### config.mk
export PLATFORM = sky130hd
export DESIGN_NAME = mc_controller_hs
export DESIGN_NICKNAME = d
export VERILOG_FILES = /design/src/rtl/mc_pkg.sv /design/src/rtl/mc_wait_timer.sv /design/src/rtl/mc_controller_hs.sv
export SDC_FILE = /design/constraint.sdc
export NUM_CORES = 1
export LEC_CHECK = 0
export BUFFER_PORTS_ARGS = -buffer_cell sky130_fd_sc_hd__buf_2
export CAP_MARGIN = 40
export CORE_MARGIN = 2
export CORE_UTILIZATION = 37
export DETAILED_ROUTE_END_ITERATION = 10
export PLACE_DENSITY_LB_ADDON = 0.12
export REMOVE_ABC_BUFFERS = 1
export SLEW_MARGIN = 25
export SYNTH_ARGS = -nofsm -noshare
export SYNTH_HDL_FRONTEND = slang
export SYNTH_SLANG_ARGS = --single-unit
export TNS_END_PERCENT = 5
### constraint.sdc
create_clock -name clk -period 2.05 [get_ports clk]
set_clock_uncertainty 0.1 [all_clocks]
set_input_delay 0.205 -clock clk [delete_from_list [all_inputs] [get_ports clk]]
set_output_delay 0.205 -clock clk [all_outputs]
set_load 0.05 [all_outputs]
### src/rtl/mc_pkg.sv
// Shared encodings for the multicycle CPU: FSM states, opcodes, ALUOp codes
// and datapath mux selects. Used by the controller, datapath and ALU control.
package mc_pkg;

    localparam logic [3:0] FETCH    = 4'd0;
    localparam logic [3:0] DECODE   = 4'd1;
    localparam logic [3:0] MEMADR   = 4'd2;
    localparam logic [3:0] MEMRD    = 4'd3;
    localparam logic [3:0] MEMWB    = 4'd4;
    localparam logic [3:0] MEMWR    = 4'd5;
    localparam logic [3:0] EXEC     = 4'd6;
    localparam logic [3:0] RTYPE_WB = 4'd7;
    localparam logic [3:0] BRANCH   = 4'd8;
    localparam logic [3:0] JUMP     = 4'd9;
    localparam logic [3:0] ADDI_EX  = 4'd10;
    localparam logic [3:0] ADDI_WB  = 4'd11;
    localparam logic [3:0] ILLEGAL  = 4'd12;
    localparam logic [3:0] MEMERR   = 4'd13;

    localparam logic [5:0] OP_RTYPE = 6'b000000;
    localparam logic [5:0] OP_LW    = 6'b100011;
    localparam logic [5:0] OP_SW    = 6'b101011;
    localparam logic [5:0] OP_BEQ   = 6'b000100;
    localparam logic [5:0] OP_BNE   = 6'b000101;
    localparam logic [5:0] OP_J     = 6'b000010;
    localparam logic [5:0] OP_ADDI  = 6'b001000;

    localparam logic [3:0] ALU_ADD   = 4'b0010;
    localparam logic [3:0] ALU_SUB   = 4'b0110;
    localparam logic [3:0] ALU_FUNCT = 4'b1111;

    localparam logic [1:0] PCSRC_ALU    = 2'b00;
    localparam logic [1:0] PCSRC_ALUOUT = 2'b01;
    localparam logic [1:0] PCSRC_JUMP   = 2'b10;

    localparam logic [1:0] SRCB_REG     = 2'b00;
    localparam logic [1:0] SRCB_FOUR    = 2'b01;
    localparam logic [1:0] SRCB_IMM     = 2'b10;
    localparam logic [1:0] SRCB_IMM_SH2 = 2'b11;

    typedef struct packed {
        logic       pc_write;
        logic       pc_write_cond;
        logic       iord;
        logic       mem_read;
        logic       mem_write;
        logic       ir_write;
        logic       mem_to_reg;
        logic       alu_src_a;
        logic       reg_write;
        logic       reg_dst;
        logic [1:0] pc_source;
        logic [1:0] alu_src_b;
        logic [3:0] alu_op;
        logic       illegal;
    } ctrl_t;

    localparam ctrl_t CTRL_IDLE = '0;

endpackage

### src/rtl/mc_wait_timer.sv
// Memory wait-state counter with timeout compare; only built when
// MEM_TIMEOUT_EN is defined.
module mc_wait_timer #(
    parameter int WAIT_MAX = 15
) (
    input  logic clk,
    input  logic reset,
    input  logic clear_i,
    input  logic count_en_i,
    output logic timeout_o
);

    localparam int CNT_W = (WAIT_MAX < 1) ? 1 : $clog2(WAIT_MAX + 1);

    logic [CNT_W-1:0] cnt_q, cnt_d;

    // NOTE: the default assignment first keeps this block free of latches.
    always_comb begin
        cnt_d = cnt_q;
        if (clear_i) begin
            cnt_d = '0;
        end else if (count_en_i && (cnt_q != CNT_W'(WAIT_MAX))) begin
            cnt_d = cnt_q + CNT_W'(1);
        end
    end

    // NOTE: sequential state uses non-blocking assignments only.
    always_ff @(posedge clk) begin
        if (reset) begin
            cnt_q <= '0;
        end else begin
            cnt_q <= cnt_d;
        end
    end

    // Fires on the wait cycle that would bring the count up to WAIT_MAX.
    assign timeout_o = count_en_i && (cnt_q == CNT_W'(WAIT_MAX - 1));

endmodule

### src/rtl/mc_controller_hs.sv
// Multicycle CPU control FSM with memory ready handshake, addi/bne and
// illegal-opcode trap. Define MEM_TIMEOUT_EN to add the memory wait timeout.
module mc_controller_hs
    import mc_pkg::*;
#(
    parameter int STATE_W  = 4,
    parameter int ALUOP_W  = 4,
    parameter int WAIT_MAX = 15
) (
    input  logic               clk,
    input  logic               reset,
    input  logic [31:0]        instr_in,
    input  logic               mem_ready,
    input  logic               zero,
    output logic               PCWrite,
    output logic               PCWriteCond,
    output logic               IorD,
    output logic               MemRead,
    output logic               MemWrite,
    output logic               IRWrite,
    output logic               MemtoReg,
    output logic               ALUSrcA,
    output logic               RegWrite,
    output logic               RegDst,
    output logic [1:0]         PCSource,
    output logic [1:0]         ALUSrcB,
    output logic [ALUOP_W-1:0] ALUOp,
    output logic [STATE_W-1:0] state,
    output logic [STATE_W-1:0] next_state,
    output logic               illegal_instr,
    output logic               mem_error
);

    logic [3:0] state_q, state_d;
    logic [5:0] opcode;
    logic       timeout;
    ctrl_t      ctrl;

    assign opcode = instr_in[31:26];

    logic unused_instr;
    assign unused_instr = ^instr_in[25:0];

`ifdef MEM_TIMEOUT_EN
    localparam bit TIMEOUT_EN = 1'b1;

    logic in_wait_state;
    logic mem_error_q;

    assign in_wait_state = (state_q == FETCH) || (state_q == MEMRD) || (state_q == MEMWR);

    mc_wait_timer #(
        .WAIT_MAX (WAIT_MAX)
    ) u_wait_timer (
        .clk        (clk),
        .reset      (reset),
        .clear_i    (state_d != state_q),
        .count_en_i (in_wait_state && !mem_ready),
        .timeout_o  (timeout)
    );

    always_ff @(posedge clk) begin
        if (reset) begin
            mem_error_q <= 1'b0;
        end else if (state_d == MEMERR) begin
            mem_error_q <= 1'b1;
        end
    end

    assign mem_error = mem_error_q && !reset;
`else
    localparam bit TIMEOUT_EN = 1'b0;

    logic unused_wait_max;
    assign unused_wait_max = ^WAIT_MAX;
    assign timeout         = 1'b0;
    assign mem_error       = 1'b0;
`endif

    always_comb begin
        state_d = FETCH;
        if (!reset) begin
            case (state_q)
                FETCH:    state_d = mem_ready ? DECODE : (timeout ? MEMERR : FETCH);
                DECODE: begin
                    case (opcode)
                        OP_LW, OP_SW:   state_d = MEMADR;
                        OP_RTYPE:       state_d = EXEC;
                        OP_BEQ, OP_BNE: state_d = BRANCH;
                        OP_J:           state_d = JUMP;
                        OP_ADDI:        state_d = ADDI_EX;
                        default:        state_d = ILLEGAL;
                    endcase
                end
                MEMADR:   state_d = (opcode == OP_SW) ? MEMWR : MEMRD;
                MEMRD:    state_d = mem_ready ? MEMWB : (timeout ? MEMERR : MEMRD);
                MEMWR:    state_d = mem_ready ? FETCH : (timeout ? MEMERR : MEMWR);
                EXEC:     state_d = RTYPE_WB;
                ADDI_EX:  state_d = ADDI_WB;
                MEMERR:   state_d = TIMEOUT_EN ? MEMERR : FETCH;
                default:  state_d = FETCH;
            endcase
        end
    end

    always_ff @(posedge clk) begin
        if (reset) begin
            state_q <= FETCH;
        end else begin
            state_q <= state_d;
        end
    end

    // Moore decode, except the FETCH strobes and bne PC write, which are gated by inputs.
    always_comb begin
        ctrl = CTRL_IDLE;
        if (!reset) begin
            case (state_q)
                FETCH: begin
                    ctrl.mem_read  = 1'b1;
                    ctrl.alu_src_b = SRCB_FOUR;
                    ctrl.alu_op    = ALU_ADD;
                    ctrl.pc_source = PCSRC_ALU;
                    ctrl.ir_write  = mem_ready;
                    ctrl.pc_write  = mem_ready;
                end
                DECODE: begin
                    ctrl.alu_src_b = SRCB_IMM_SH2;
                    ctrl.alu_op    = ALU_ADD;
                end
                MEMADR, ADDI_EX: begin
                    ctrl.alu_src_a = 1'b1;
                    ctrl.alu_src_b = SRCB_IMM;
                    ctrl.alu_op    = ALU_ADD;
                end
                MEMRD: begin
                    ctrl.mem_read = 1'b1;
                    ctrl.iord     = 1'b1;
                end
                MEMWB: begin
                    ctrl.reg_write  = 1'b1;
                    ctrl.mem_to_reg = 1'b1;
                end
                MEMWR: begin
                    ctrl.mem_write = 1'b1;
                    ctrl.iord      = 1'b1;
                end
                EXEC: begin
                    ctrl.alu_src_a = 1'b1;
                    ctrl.alu_src_b = SRCB_REG;
                    ctrl.alu_op    = ALU_FUNCT;
                end
                RTYPE_WB: begin
                    ctrl.reg_write = 1'b1;
                    ctrl.reg_dst   = 1'b1;
                end
                BRANCH: begin
                    ctrl.alu_src_a     = 1'b1;
                    ctrl.alu_src_b     = SRCB_REG;
                    ctrl.alu_op        = ALU_SUB;
                    ctrl.pc_source     = PCSRC_ALUOUT;
                    ctrl.pc_write_cond = (opcode == OP_BEQ);
                    ctrl.pc_write      = (opcode == OP_BNE) && !zero;
                end
                JUMP: begin
                    ctrl.pc_write  = 1'b1;
                    ctrl.pc_source = PCSRC_JUMP;
                end
                ADDI_WB:  ctrl.reg_write = 1'b1;
                ILLEGAL:  ctrl.illegal   = 1'b1;
                default:  ctrl = CTRL_IDLE;
            endcase
        end
    end

    assign PCWrite       = ctrl.pc_write;
    assign PCWriteCond   = ctrl.pc_write_cond;
    assign IorD          = ctrl.iord;
    assign MemRead       = ctrl.mem_read;
    assign MemWrite      = ctrl.mem_write;
    assign IRWrite       = ctrl.ir_write;
    assign MemtoReg      = ctrl.mem_to_reg;
    assign ALUSrcA       = ctrl.alu_src_a;
    assign RegWrite      = ctrl.reg_write;
    assign RegDst        = ctrl.reg_dst;
    assign PCSource      = ctrl.pc_source;
    assign ALUSrcB       = ctrl.alu_src_b;
    assign ALUOp         = ALUOP_W'(ctrl.alu_op);
    assign illegal_instr = ctrl.illegal;
    assign state         = STATE_W'(state_q);
    assign next_state    = STATE_W'(state_d);

endmodule

======== After elaboration in Yosys (flattened, before gate mapping) ========
Cells that the tools add are included.
storage, ports and cells
  register bits after elaboration ......... 4
  input port bits ......................... 36
  logic and storage cells ................. 51
operators by class
  eq/ne operators ......................... 18
  muxes and demuxes ....................... 21
  reductions and logical operators ........ 11
operators with widths
  kind                                                 number
  one-hot mux 6 bit (5 select lines)                   1
  one-hot mux 4 bit (7 select lines)                   1
  equality test 4 bit, second input constant           5
  one-hot mux 4 bit (5 select lines)                   1
  two-way mux 19 bit                                   1
  equality test 4 x 3 -> 1 bit, second input constant  4
  equality test 6 x 3 -> 1 bit, second input constant  2
  equality test 6 bit, second input constant           2
  two-way mux 1 bit                                    11
  OR reduction 2 bit                                   5
  two-way mux 3 bit                                    3
  equality test 4 x 2 -> 1 bit, second input constant  2
  equality test 6 x 2 -> 1 bit, second input constant  1
  equality test 6 x 4 -> 1 bit, second input constant  1
  logical NOT 6 bit                                    1
  equality test 4 x 1 -> 1 bit, second input constant  1
  logical NOT 4 bit                                    1
  two-way mux 4 bit                                    1
  one-hot mux 2 bit (2 select lines)                   1
  OR reduction 4 bit                                   1
  one-hot mux 1 bit (3 select lines)                   1
  OR reduction 3 bit                                   1
  logical AND 1 bit                                    1
  logical NOT 1 bit                                    1

======== Logic depth before layout (Yosys ltp) ========
Gate-level depths: netlist (run 1).
  depth in word-level cells ............... 5
  mapped depth ............................ 6

======== Least setup slack after synthesis (run 1) ========
No wires, ideal clock.
  path kind ............................... reg2out
  from .................................... register state_q[3] (netlist: state[3])
  to ...................................... output port ALUOp[1]
  arrival ................................. 2.819 ns
  path slack .............................. -1.074 ns
  cell stages (with the launch flop) ...... 5
  path through ............................ dfxtp_1 buf_4 or2b_1 a211oi_1 or2_1
between the ends
  word-level cells in the longest chain between the ends .. 4
RTL lines
  element                                                              line                     RTL
  from (decl)                                                          mc_controller_hs.sv:34   logic [3:0] state_q, state_d;
  from (signal assigned)                                               mc_controller_hs.sv:110  state_q <= state_d;
  equality test 4 x 2 -> 1 bit or equality test 4 bit (tied branches)  mc_controller_hs.sv:118  case (state_q)
  OR reduction 2 bit                                                   -
  one-hot mux 6 bit (5 select lines) *                                 mc_controller_hs.sv:118
  two-way mux 19 bit *                                                 mc_controller_hs.sv:117  if (!reset) begin
  to (decl)                                                            mc_controller_hs.sv:27   output logic [ALUOP_W-1:0] ALUOp,
Mark *: on every way between the ends. The rest lies on a longest branch, timed or not.

======== Worst setup path in the final report (run 1) ========
  from .................................... register state_q[2] (netlist: state[2])
  to ...................................... output port PCWrite
between the ends
  word-level cells in the longest chain between the ends .. 3
RTL lines
  element                                                   line                     RTL
  equality test 4 bit or logical NOT 4 bit (tied branches)  mc_controller_hs.sv:118
  one-hot mux 1 bit (3 select lines) *                      mc_controller_hs.sv:118
  two-way mux 19 bit *                                      mc_controller_hs.sv:117
  to (decl)                                                 mc_controller_hs.sv:15   output logic PCWrite,
Marked as above.

==> metrics.log, run 1 <==
[metrics] share of final-layout standard cells stronger than drive strength 1: 0.385
[metrics] Synth Flop Type: sky130_fd_sc_hd__dfxtp_1
[metrics] # Max-Cap Violations: 0
[metrics] Largest register FFs: 4
[metrics] placer's final routability congestion estimate: 0.815
[metrics] Worst Path Max Fanout: 2
[metrics] clock-pin slew on the worst setup and hold paths: 0.04 ns
[metrics] failing checks: negative setup slack
[metrics] vias in the first global route: 738
[metrics] maximum clock rate: 483 MHz
[metrics] endpoints failing setup: 1
[metrics] Final min period: 2.07 ns
[metrics] Clock Tree Buf Depth: 2
[metrics] cell count after synthesis: 107
[metrics] setup repair bufs after CTS: 0
[metrics] status: finished, violations left
[metrics] top cells by area, synth: sky130_fd_sc_hd__dfxtp_1, sky130_fd_sc_hd__nor2_1, sky130_fd_sc_hd__nor3_1
[metrics] power after layout: 0.454 mW
[metrics] setup ws final: -0.0196 ns
[metrics] Num CTS Buffers: 3
[metrics] leading post-synthesis cells by instance count: sky130_fd_sc_hd__nor2_1, sky130_fd_sc_hd__nor3_1, sky130_fd_sc_hd__a21oi_1, sky130_fd_sc_hd__a31oi_1, sky130_fd_sc_hd__nand2b_1
[metrics] number of design-rule violations left by the first detailed-router iteration: 16
[metrics] row cnt: 15
[metrics] ordered list of cells on the worst path: or4b_4, nor2_4, nand4b_4, o32ai_2, buf_6
[metrics] Yosys warning count: 0
[metrics] crit path max-delay cell type: sky130_fd_sc_hd__or4b_4
[metrics] Post-Synthesis Cell Area: 698 um2
[metrics] area of the placeable core: 1750 um2
[metrics] number of diodes added for antenna fixing: 0
[metrics] detail-routed net length per standard cell: 12.3 um
[metrics] kind of launch point of the worst setup path: flip-flop
[metrics] detailed-routing iteration count for the pre-antenna-repair pass: 4
[metrics] endpoint required time on the critical path: 1.75 ns
[metrics] count of distinct cell types in the synthesized netlist: 39
[metrics] Peak supply drop: 0.000162 V
[metrics] width of the die: 47.4 um
[metrics] # DRC: 0
[metrics] RSZ-0062 raised after global routing: true
[metrics] dominant cell by count in the synthesized netlist: sky130_fd_sc_hd__nor2_1
[metrics] total half-perimeter wirelength after legalization and detailed placement: 1550 um
[metrics] kind of end point of the critical path: output port
[metrics] final-report max-slew violation count: 0
[metrics] pin count of the biggest net entering global routing: 21
[metrics] number of flops mapped to enable cells by yosys: 0
[metrics] data arrival time of the critical path: 1.76 ns
[metrics] vertical die dimension: 47.4 um
[metrics] Final nets: 181
[metrics] post-route fraction of the period consumed by the critical path: 1.01
[metrics] crit-path max cell delay: 0.55 ns
[metrics] worst slack on hold paths: 0.265 ns
[metrics] starting utilization of the core area: 0.400
[metrics] TritonCTS clock tree: done
[metrics] antenna violations before repair: 0
[metrics] antenna viol nets, final: 0
[metrics] count of endpoints failing hold in the final timing report: 0
[metrics] post-placement setup slack: 0.118 ns
[metrics] DIE AREA: 2250 um2
[metrics] Final Routed Wirelength: 2060 um
[metrics] CTS root buffer: sky130_fd_sc_hd__clkbuf_4
[metrics] Max H-tree Level: 1
[metrics] mean post-synth cell area: 6.52 um2
[metrics] GRT overflow: 0
[metrics] number of synthesized register bits: 4
[metrics] power per standard cell area: 458 nW/um2
[metrics] post-synth top area share: 0.115
[metrics] area overhead of the layout relative to synthesis: 41.8%
[metrics] clock sink count: 4
[metrics] sequential share of the synthesized area: 0.115
[metrics] per-cell via count in the routed design: 5.46
[metrics] number of I/O port buffers: 36
[metrics] Tightest Hold Check Type: input port to flip-flop
[metrics] wire length of the first global-routing pass: 3100 um
[metrics] cell leakage power: 0.459 nW
[metrics] ys async rst share: 0
[metrics] Clock Latency Late Sink: 0.24 ns
[metrics] WS Path Type: flip-flop to output port
[metrics] routed vias: 917
[metrics] largest area contributor in the netlist: sky130_fd_sc_hd__dfxtp_1
[metrics] I/O Pins: 64
[metrics] total routing resource utilization after global routing: 0.193
[metrics] Hold-fix buffers, CTS: 0
worst max-delay path, delay by kind of cell, from the launching register on:
family / cells / cell delay [ns]
compound gates: 1 / 0.24
simple gates: 3 / 0.79
buf+inv: 1 / 0.19
flops: 1 / 0.30
cell type report:
class / instances / area (um2)
inverters: 3 / 11.3
repair buffers: 43 / 273
multi-input cells: 90 / 571
well taps: 25 / 31.3
flip-flops and latches: 4 / 81.3
fillers: 193 / 756
clock buffers: 3 / 22.5
worst paths after layout:
path,end,slack [ns],cells after the start,startpoint
hold reg to reg,state[1]$_SDFF_PP0_,0.64,3,state[1]$_SDFF_PP0_
setup reg to reg,state[1]$_SDFF_PP0_,0.60,5,state[2]$_SDFF_PP0_
setup / recovery,PCWrite,-0.02,5,state[2]$_SDFF_PP0_
hold / removal,state[3]$_SDFF_PP0_,0.26,3,reset
cells in the final DEF (no fill, tap or decap), drive strengths merged, types with 3 or more instances in the layout:
master	Yosys	final
a21oi	7	7
a31oi	7	7
buf	7	38
clkbuf	3	8
dfxtp	4	4
inv	3	3
nand2	3	3
nand2b	7	7
nor2	17	17
nor2b	3	3
nor3	9	9
nor3b	3	3
o21ai	3	3
or2	3	3
power breakdown:
group / internal (mW) / switching, mW / leakage (nW) / total [mW]
sequential: 0.0837 / 0.00583 / 0.0329 / 0.0895
clock: 0.0655 / 0.0327 / 0.0138 / 0.0982
combinational: 0.0817 / 0.184 / 0.412 / 0.266
kinds of logic (layout without fill, tap and decap cells):
logic type / count (synthesis) / in the layout / share of synthesized area
AND/OR/NAND/NOR: 60 / 60 / 0.500
AO/OA/AOI/OAI: 27 / 27 / 0.258
buffers and inverters: 13 / 49 / 0.0968
flip-flops: 4 / 4 / 0.115
XOR/XNOR: 2 / 2 / 0.0251
other: 1 / 1 / 0.00537
routing by layer:
| layer | vias to the layer above | global-route usage | routed length, um |
|---|---|---|---|
| li1 | 459 | - | - |
| met2 | 33 | 0.295 | 971 |
| met5 | - | 0 | 0 |
| met1 | 421 | 0.276 | 935 |
| met4 | 0 | 0.0722 | 27 |
| met3 | 4 | 0.0226 | 129 |
stage by stage:
step / util / setup TNS (ns) / cells / instance area [um2]
detailed placement: 0.519 / 0 / 165 / 906
CTS: 0.541 / -0.0229 / 168 / 943
global route: 0.567 / -0.179 / 168 / 990
finish: 0.567 / -0.0196 / 168 / 990
global placement: 0.519 / 0 / 165 / 906
floorplan: - / -15.65 / 97 / 642
repair_timing:
item                                   CTS  global route
pin swaps                                1             0
setup endpoints to repair                4            12
endpoints found under the hold margin    0             0
resized for setup                        6            14
No activity file was read; power rests on OpenSTA's default activity.
==> run 2: changes to the inputs <==
==> constraint.sdc (replaced) <==
create_clock -name clk -period 2.05 [get_ports clk]
set_clock_uncertainty 0.1 [all_clocks]
set_input_delay 0.1025 -clock clk [delete_from_list [all_inputs] [get_ports clk]]
set_output_delay 0.1025 -clock clk [all_outputs]
set_load 0.05 [all_outputs]
==> run 2 against run 1 <==
Effect of this change:
- the flow now finishes without violations
- sequential power is essentially flat
- via count shrank 2.4%
- setup slack gained 0.090 ns
- maximum frequency grew 4.6%
- design area shrank 5.8%
- largest power group unchanged
- highest routed layer unchanged
==> metrics.log, run 2 (synthesized netlist as in run 1, its figures left out) <==
[metrics] Design Area, Final: 932 um2 (-5.8%)
[metrics] post-route fraction of the period consumed by the critical path: 0.966 (-0.0441)
[metrics] Num CTS Buffers: 3 (unchanged)
[metrics] placed cells: 163 (-1.2%)
[metrics] endpoints failing setup: 0 (-1)
[metrics] Finished Layout Cells: 166 (-1.2%)
[metrics] number of inserted filler cells in the final layout: 201 (+4.1%)
[metrics] Max H-tree Level: 1 (unchanged)
[metrics] GRT overflow: 0 (unchanged)
[metrics] # DRC: 0 (unchanged)
[metrics] kind of launch point of the worst setup path: flip-flop
[metrics] cell leakage power: 0.433 nW (-5.7%)
[metrics] clock-pin slew on the worst setup and hold paths: 0.04 ns (about the same)
[metrics] number of diodes added for antenna fixing: 0 (unchanged)
[metrics] pin count of the biggest net entering global routing: 24 (+14%)
[metrics] kind of end point of the critical path: output port
[metrics] clock sink count: 4 (unchanged)
[metrics] Placement Cell Area: 891 um2 (-1.7%)
[metrics] detailed-routing iteration count for the pre-antenna-repair pass: 4 (unchanged)
[metrics] number of I/O port buffers: 36 (unchanged)
[metrics] post-placement setup slack: 0.229 ns (+0.111 ns)
[metrics] most common cell after layout, fill and taps aside: sky130_fd_sc_hd__buf_2
[metrics] Worst Path Max Fanout: 2 (unchanged)
[metrics] Tightest Hold Check Type: input port to flip-flop
[metrics] vertical die dimension: 47.4 um (unchanged)
[metrics] Final nets: 179 (-1.1%)
[metrics] highest-count cells in the layout ignoring fill and taps: sky130_fd_sc_hd__buf_2, sky130_fd_sc_hd__nor2_1, sky130_fd_sc_hd__nor3_1
[metrics] WS Path Type: flip-flop to output port
[metrics] power per standard cell area: 477 nW/um2 (+4.0%)
[metrics] total routing resource utilization after global routing: 0.203 (+0.0102)
[metrics] fraction of the core area covered by cells at the end of the flow: 0.534 (-0.0330)
[metrics] Final min period: 1.98 ns (-0.0903 ns)
[metrics] CTS root buffer: sky130_fd_sc_hd__clkbuf_4
[metrics] final-report max-slew violation count: 0 (unchanged)
[metrics] I/O Pins: 64 (unchanged)
[metrics] Final Routed Wirelength: 2050 um (-0.63%)
[metrics] count of endpoints failing hold in the final timing report: 0 (unchanged)
[metrics] worst slack on hold paths: 0.142 ns (-0.123 ns)
[metrics] Largest register FFs: 4 (unchanged)
[metrics] detail-routed net length per standard cell: 12.4 um (+0.57%)
[metrics] power after layout: 0.444 mW (-2.1%)
[metrics] setup ws final: 0.0707 ns (+0.0903 ns)
[metrics] endpoint required time on the critical path: 1.85 ns (+0.10 ns)
[metrics] vias in the first global route: 761 (+3.1%)
[metrics] area of the placeable core: 1750 um2 (unchanged)
[metrics] placer's final routability congestion estimate: 0.808 (-0.81%)
[metrics] wire length of the first global-routing pass: 3280 um (+6.0%)
[metrics] Clock Tree Buf Depth: 2 (unchanged)
[metrics] share of final-layout standard cells stronger than drive strength 1: 0.355 (-0.0300)
[metrics] total half-perimeter wirelength after legalization and detailed placement: 1540 um (-0.90%)
[metrics] maximum clock rate: 505 MHz (+4.6%)
[metrics] antenna violations before repair: 0 (unchanged)
[metrics] Final TNS setup: 0 ns (+0.0196 ns)
[metrics] starting utilization of the core area: 0.400 (unchanged)
[metrics] DIE AREA: 2250 um2 (unchanged)
[metrics] setup repair bufs after CTS: 0 (unchanged)
[metrics] per-cell via count in the routed design: 5.39 (-1.2%)
[metrics] row cnt: 15 (unchanged)
[metrics] slack of the worst reg-to-reg path: 0.59 ns (about the same)
[metrics] TritonCTS clock tree: done
[metrics] # Max-Cap Violations: 0 (unchanged)
[metrics] Clock Latency Late Sink: 0.24 ns (about the same)
[metrics] RSZ-0062 raised after global routing: true
[metrics] number of design-rule violations left by the first detailed-router iteration: 16 (unchanged)
[metrics] Peak supply drop: 0.000177 V (+9.2%)
[metrics] data arrival time of the critical path: 1.78 ns (+0.02 ns)
[metrics] width of the die: 47.4 um (unchanged)
[metrics] antenna viol nets, final: 0 (unchanged)
[metrics] status: finished clean
[metrics] area overhead of the layout relative to synthesis: 33.5%
[metrics] routed vias: 895 (-2.4%)
==> run 2: where the power goes <==
group	internal [mW]	switching, mW
Sequential	0.0837	0.00592
Clock	0.0656	0.0333
Combinational	0.0738	0.182
==> run 2: worst paths after layout <==
kind,start,endpoint,depth (start not counted)
hold / removal,reset,state[3]$_SDFF_PP0_,2
setup reg to reg,state[2]$_SDFF_PP0_,state[1]$_SDFF_PP0_,5
setup / recovery,state[2]$_SDFF_PP0_,PCWrite,5
hold reg to reg,state[2]$_SDFF_PP0_,state[3]$_SDFF_PP0_,2
==> run 2: critical path, stage by stage, from the launching register on <==
cell	delay (ns)
sky130_fd_sc_hd__dfxtp_1	0.31
sky130_fd_sc_hd__or4b_4	0.55
sky130_fd_sc_hd__nor2_4	0.11
sky130_fd_sc_hd__nand4b_2	0.12
sky130_fd_sc_hd__o32ai_2	0.25
sky130_fd_sc_hd__buf_6	0.20
==> run 2: layout make-up <==
type,instances,area [um2],share of cell area
Inverter,3,11.3,0.0121
Multi-Input combinational cell,90,551,0.591
Tap cell,25,31.3,0.0336
Clock buffer,3,22.5,0.0242
Sequential cell,4,81.3,0.0872
Timing Repair Buffer,41,235,0.252
==> run 2: metal layers <==
layer	wire length, um	vias up	track usage
met4	25	0	0.0722
met2	997	31	0.349
met1	916	403	0.259
met5	0	-	0
met3	112	4	0.0264
li1	-	457	-
==> run 2: what timing repair did <==
action	4_1_cts	5_1_grt
endpoints found under the setup margin	0	5
resized for setup	0	11
hold buffers	0	0
==> run 3: changes to the inputs <==
RECOVER_POWER = 100   (was unset)
==> run 3 against run 2 <==
Effect of this change:
- maximum frequency hardly changed
- cell count stayed put
- sequential cell count stayed put
- critical path type unchanged
- critical endpoint unchanged
- design area is 0.13% lower
- via count is 0.56% higher
- power is 0.15% lower
- wire length is 0.29% lower
==> metrics.log, run 3 (synthesized netlist as in run 1, its figures left out) <==
[metrics] status: finished clean
[metrics] Num CTS Buffers: 3 (unchanged)
[metrics] Least-Margin Pin Slew: 0.594 ns
[metrics] width of the die: 47.4 um (unchanged)
[metrics] worst slew margin relative to its limit: 0.606
[metrics] placer's final routability congestion estimate: 0.808 (unchanged)
[metrics] Final min period: 1.98 ns (-0.00103 ns)
[metrics] CTS root buffer: sky130_fd_sc_hd__clkbuf_4
[metrics] Finished Layout Cells: 166 (unchanged)
[metrics] post-route fraction of the period consumed by the critical path: 0.965 (about the same)
[metrics] count of endpoints failing hold in the final timing report: 0 (unchanged)
[metrics] per-cell via count in the routed design: 5.42 (+0.56%)
[metrics] Max H-tree Level: 1 (unchanged)
[metrics] TritonCTS clock tree: done
[metrics] worst slack on hold paths: 0.142 ns (+0.000274 ns)
[metrics] placed cells: 163 (unchanged)
[metrics] kind of end point of the critical path: output port
[metrics] DIE AREA: 2250 um2 (unchanged)
[metrics] RSZ-0062 raised after global routing: true
[metrics] vertical die dimension: 47.4 um (unchanged)
[metrics] Clock Latency Late Sink: 0.24 ns (about the same)
[metrics] Final nets: 179 (unchanged)
[metrics] kind of launch point of the worst setup path: flip-flop
[metrics] wire length of the first global-routing pass: 3280 um (unchanged)
[metrics] WS Path Type: flip-flop to output port
[metrics] area overhead of the layout relative to synthesis: 33.3%
[metrics] Worst Path Max Fanout: 2 (unchanged)
[metrics] total routing resource utilization after global routing: 0.203 (unchanged)
[metrics] detailed-routing iteration count for the pre-antenna-repair pass: 4 (unchanged)
[metrics] cell leakage power: 0.429 nW (-0.89%)
[metrics] Hold-fix buffers, CTS: 0 (unchanged)
[metrics] Clock Tree Buf Depth: 2 (unchanged)
[metrics] clock sink count: 4 (unchanged)
[metrics] GRT overflow: 0 (unchanged)
[metrics] clock-pin slew on the worst setup and hold paths: 0.04 ns (about the same)
[metrics] vias in the first global route: 761 (unchanged)
[metrics] starting utilization of the core area: 0.400 (unchanged)
[metrics] endpoint required time on the critical path: 1.85 ns (about the same)
[metrics] area of the placeable core: 1750 um2 (unchanged)
[metrics] antenna viol nets, final: 0 (unchanged)
[metrics] number of design-rule violations left by the first detailed-router iteration: 16 (unchanged)
[metrics] data arrival time of the critical path: 1.78 ns (about the same)
[metrics] most common cell after layout, fill and taps aside: sky130_fd_sc_hd__buf_2
[metrics] endpoints failing setup: 0 (unchanged)
[metrics] # Max-Cap Violations: 0 (unchanged)
[metrics] total half-perimeter wirelength after legalization and detailed placement: 1540 um (unchanged)
[metrics] detail-routed net length per standard cell: 12.3 um (-0.29%)
[metrics] Peak supply drop: 0.000177 V (about the same)
[metrics] pin count of the biggest net entering global routing: 24 (unchanged)
[metrics] antenna violations before repair: 0 (unchanged)
[metrics] Final Routed Wirelength: 2050 um (-0.29%)
[metrics] maximum clock rate: 505 MHz (about the same)
[metrics] row cnt: 15 (unchanged)
[metrics] routed vias: 900 (+0.56%)
[metrics] number of I/O port buffers: 36 (unchanged)
[metrics] highest-count cells in the layout ignoring fill and taps: sky130_fd_sc_hd__buf_2, sky130_fd_sc_hd__nor2_1, sky130_fd_sc_hd__nor3_1
[metrics] share of final-layout standard cells stronger than drive strength 1: 0.348 (-0.00709)
[metrics] power per standard cell area: 477 nW/um2 (about the same)
[metrics] I/O Pins: 64 (unchanged)
[metrics] Largest register FFs: 4 (unchanged)
[metrics] Tightest Hold Check Type: input port to flip-flop
[metrics] number of diodes added for antenna fixing: 0 (unchanged)
[metrics] final-report max-slew violation count: 0 (unchanged)
[metrics] # DRC: 0 (unchanged)
run 3: changes by cell type in the layout (fill, tap and decap cells not counted), sizes merged:
| cell | change |
|---|---|
| clkbuf | +1 |
| buf | -1 |
run 3: worst max-delay path: stages (launching register included):
cell and delay [ns]:
sky130_fd_sc_hd__dfxtp_1 0.31, sky130_fd_sc_hd__or4b_4 0.55, sky130_fd_sc_hd__nor2_4 0.11, sky130_fd_sc_hd__nand4b_2 0.12
sky130_fd_sc_hd__o32ai_2 0.25, sky130_fd_sc_hd__buf_6 0.20
run 3: worst paths after layout:
path	cells past startpoint	slack, ns	startpoint	to
max	5	0.07	state[2]$_SDFF_PP0_	PCWrite
min	2	0.14	reset	state[3]$_SDFF_PP0_
max reg2reg	5	0.59	state[2]$_SDFF_PP0_	state[1]$_SDFF_PP0_
min reg2reg	2	0.58	state[2]$_SDFF_PP0_	state[3]$_SDFF_PP0_
run 3: layer usage:
metal / share of wire / global-route usage / vias to the layer above
met5: 0 / 0 / -
met4: 0.012 / 0.0722 / 0
met3: 0.058 / 0.0264 / 4
met2: 0.49 / 0.349 / 33
met1: 0.44 / 0.259 / 407
li1: - / - / 456
run 3: area by class of cell:
| cell class | count | area [um2] |
|---|---|---|
| Inverter | 3 | 11.3 |
| Timing Repair Buffer | 41 | 234 |
| Sequential cell | 4 | 81.3 |
| Fill cell | 200 | 815 |
| Multi-Input combinational cell | 90 | 551 |
| Tap cell | 25 | 31.3 |
| Clock buffer | 3 | 22.5 |
run 3: timing repair:
item	in CTS	in global routing
endpoints found under the setup margin	0	5
resized for setup	0	11
setup buffers	0	0
run 3: per-stage QoR:
| step | setup slack (ns) | utilization | cell area [um2] | power (mW) | TNS (ns) |
|---|---|---|---|---|---|
| after global routing | -0.00442 | 0.533 | 931 | 0.473 | -0.00442 |
| after floorplan | -1.38 | - | 642 | 0.272 | -13.39 |
| final | 0.0717 | 0.533 | 931 | 0.444 | 0 |
| after detailed placement | 0.229 | 0.510 | 891 | 0.339 | 0 |
| after global placement | 0.256 | 0.510 | 891 | 0.336 | 0 |
| after CTS | 0.00150 | 0.523 | 913 | 0.440 | 0 |
run 3: where the power goes:
part           leakage, nW  total (mW)  switching (mW)  internal (mW)
clock               0.0138      0.0988          0.0333         0.0656
combinational        0.382       0.255           0.182         0.0732
sequential          0.0329      0.0896         0.00599         0.0837
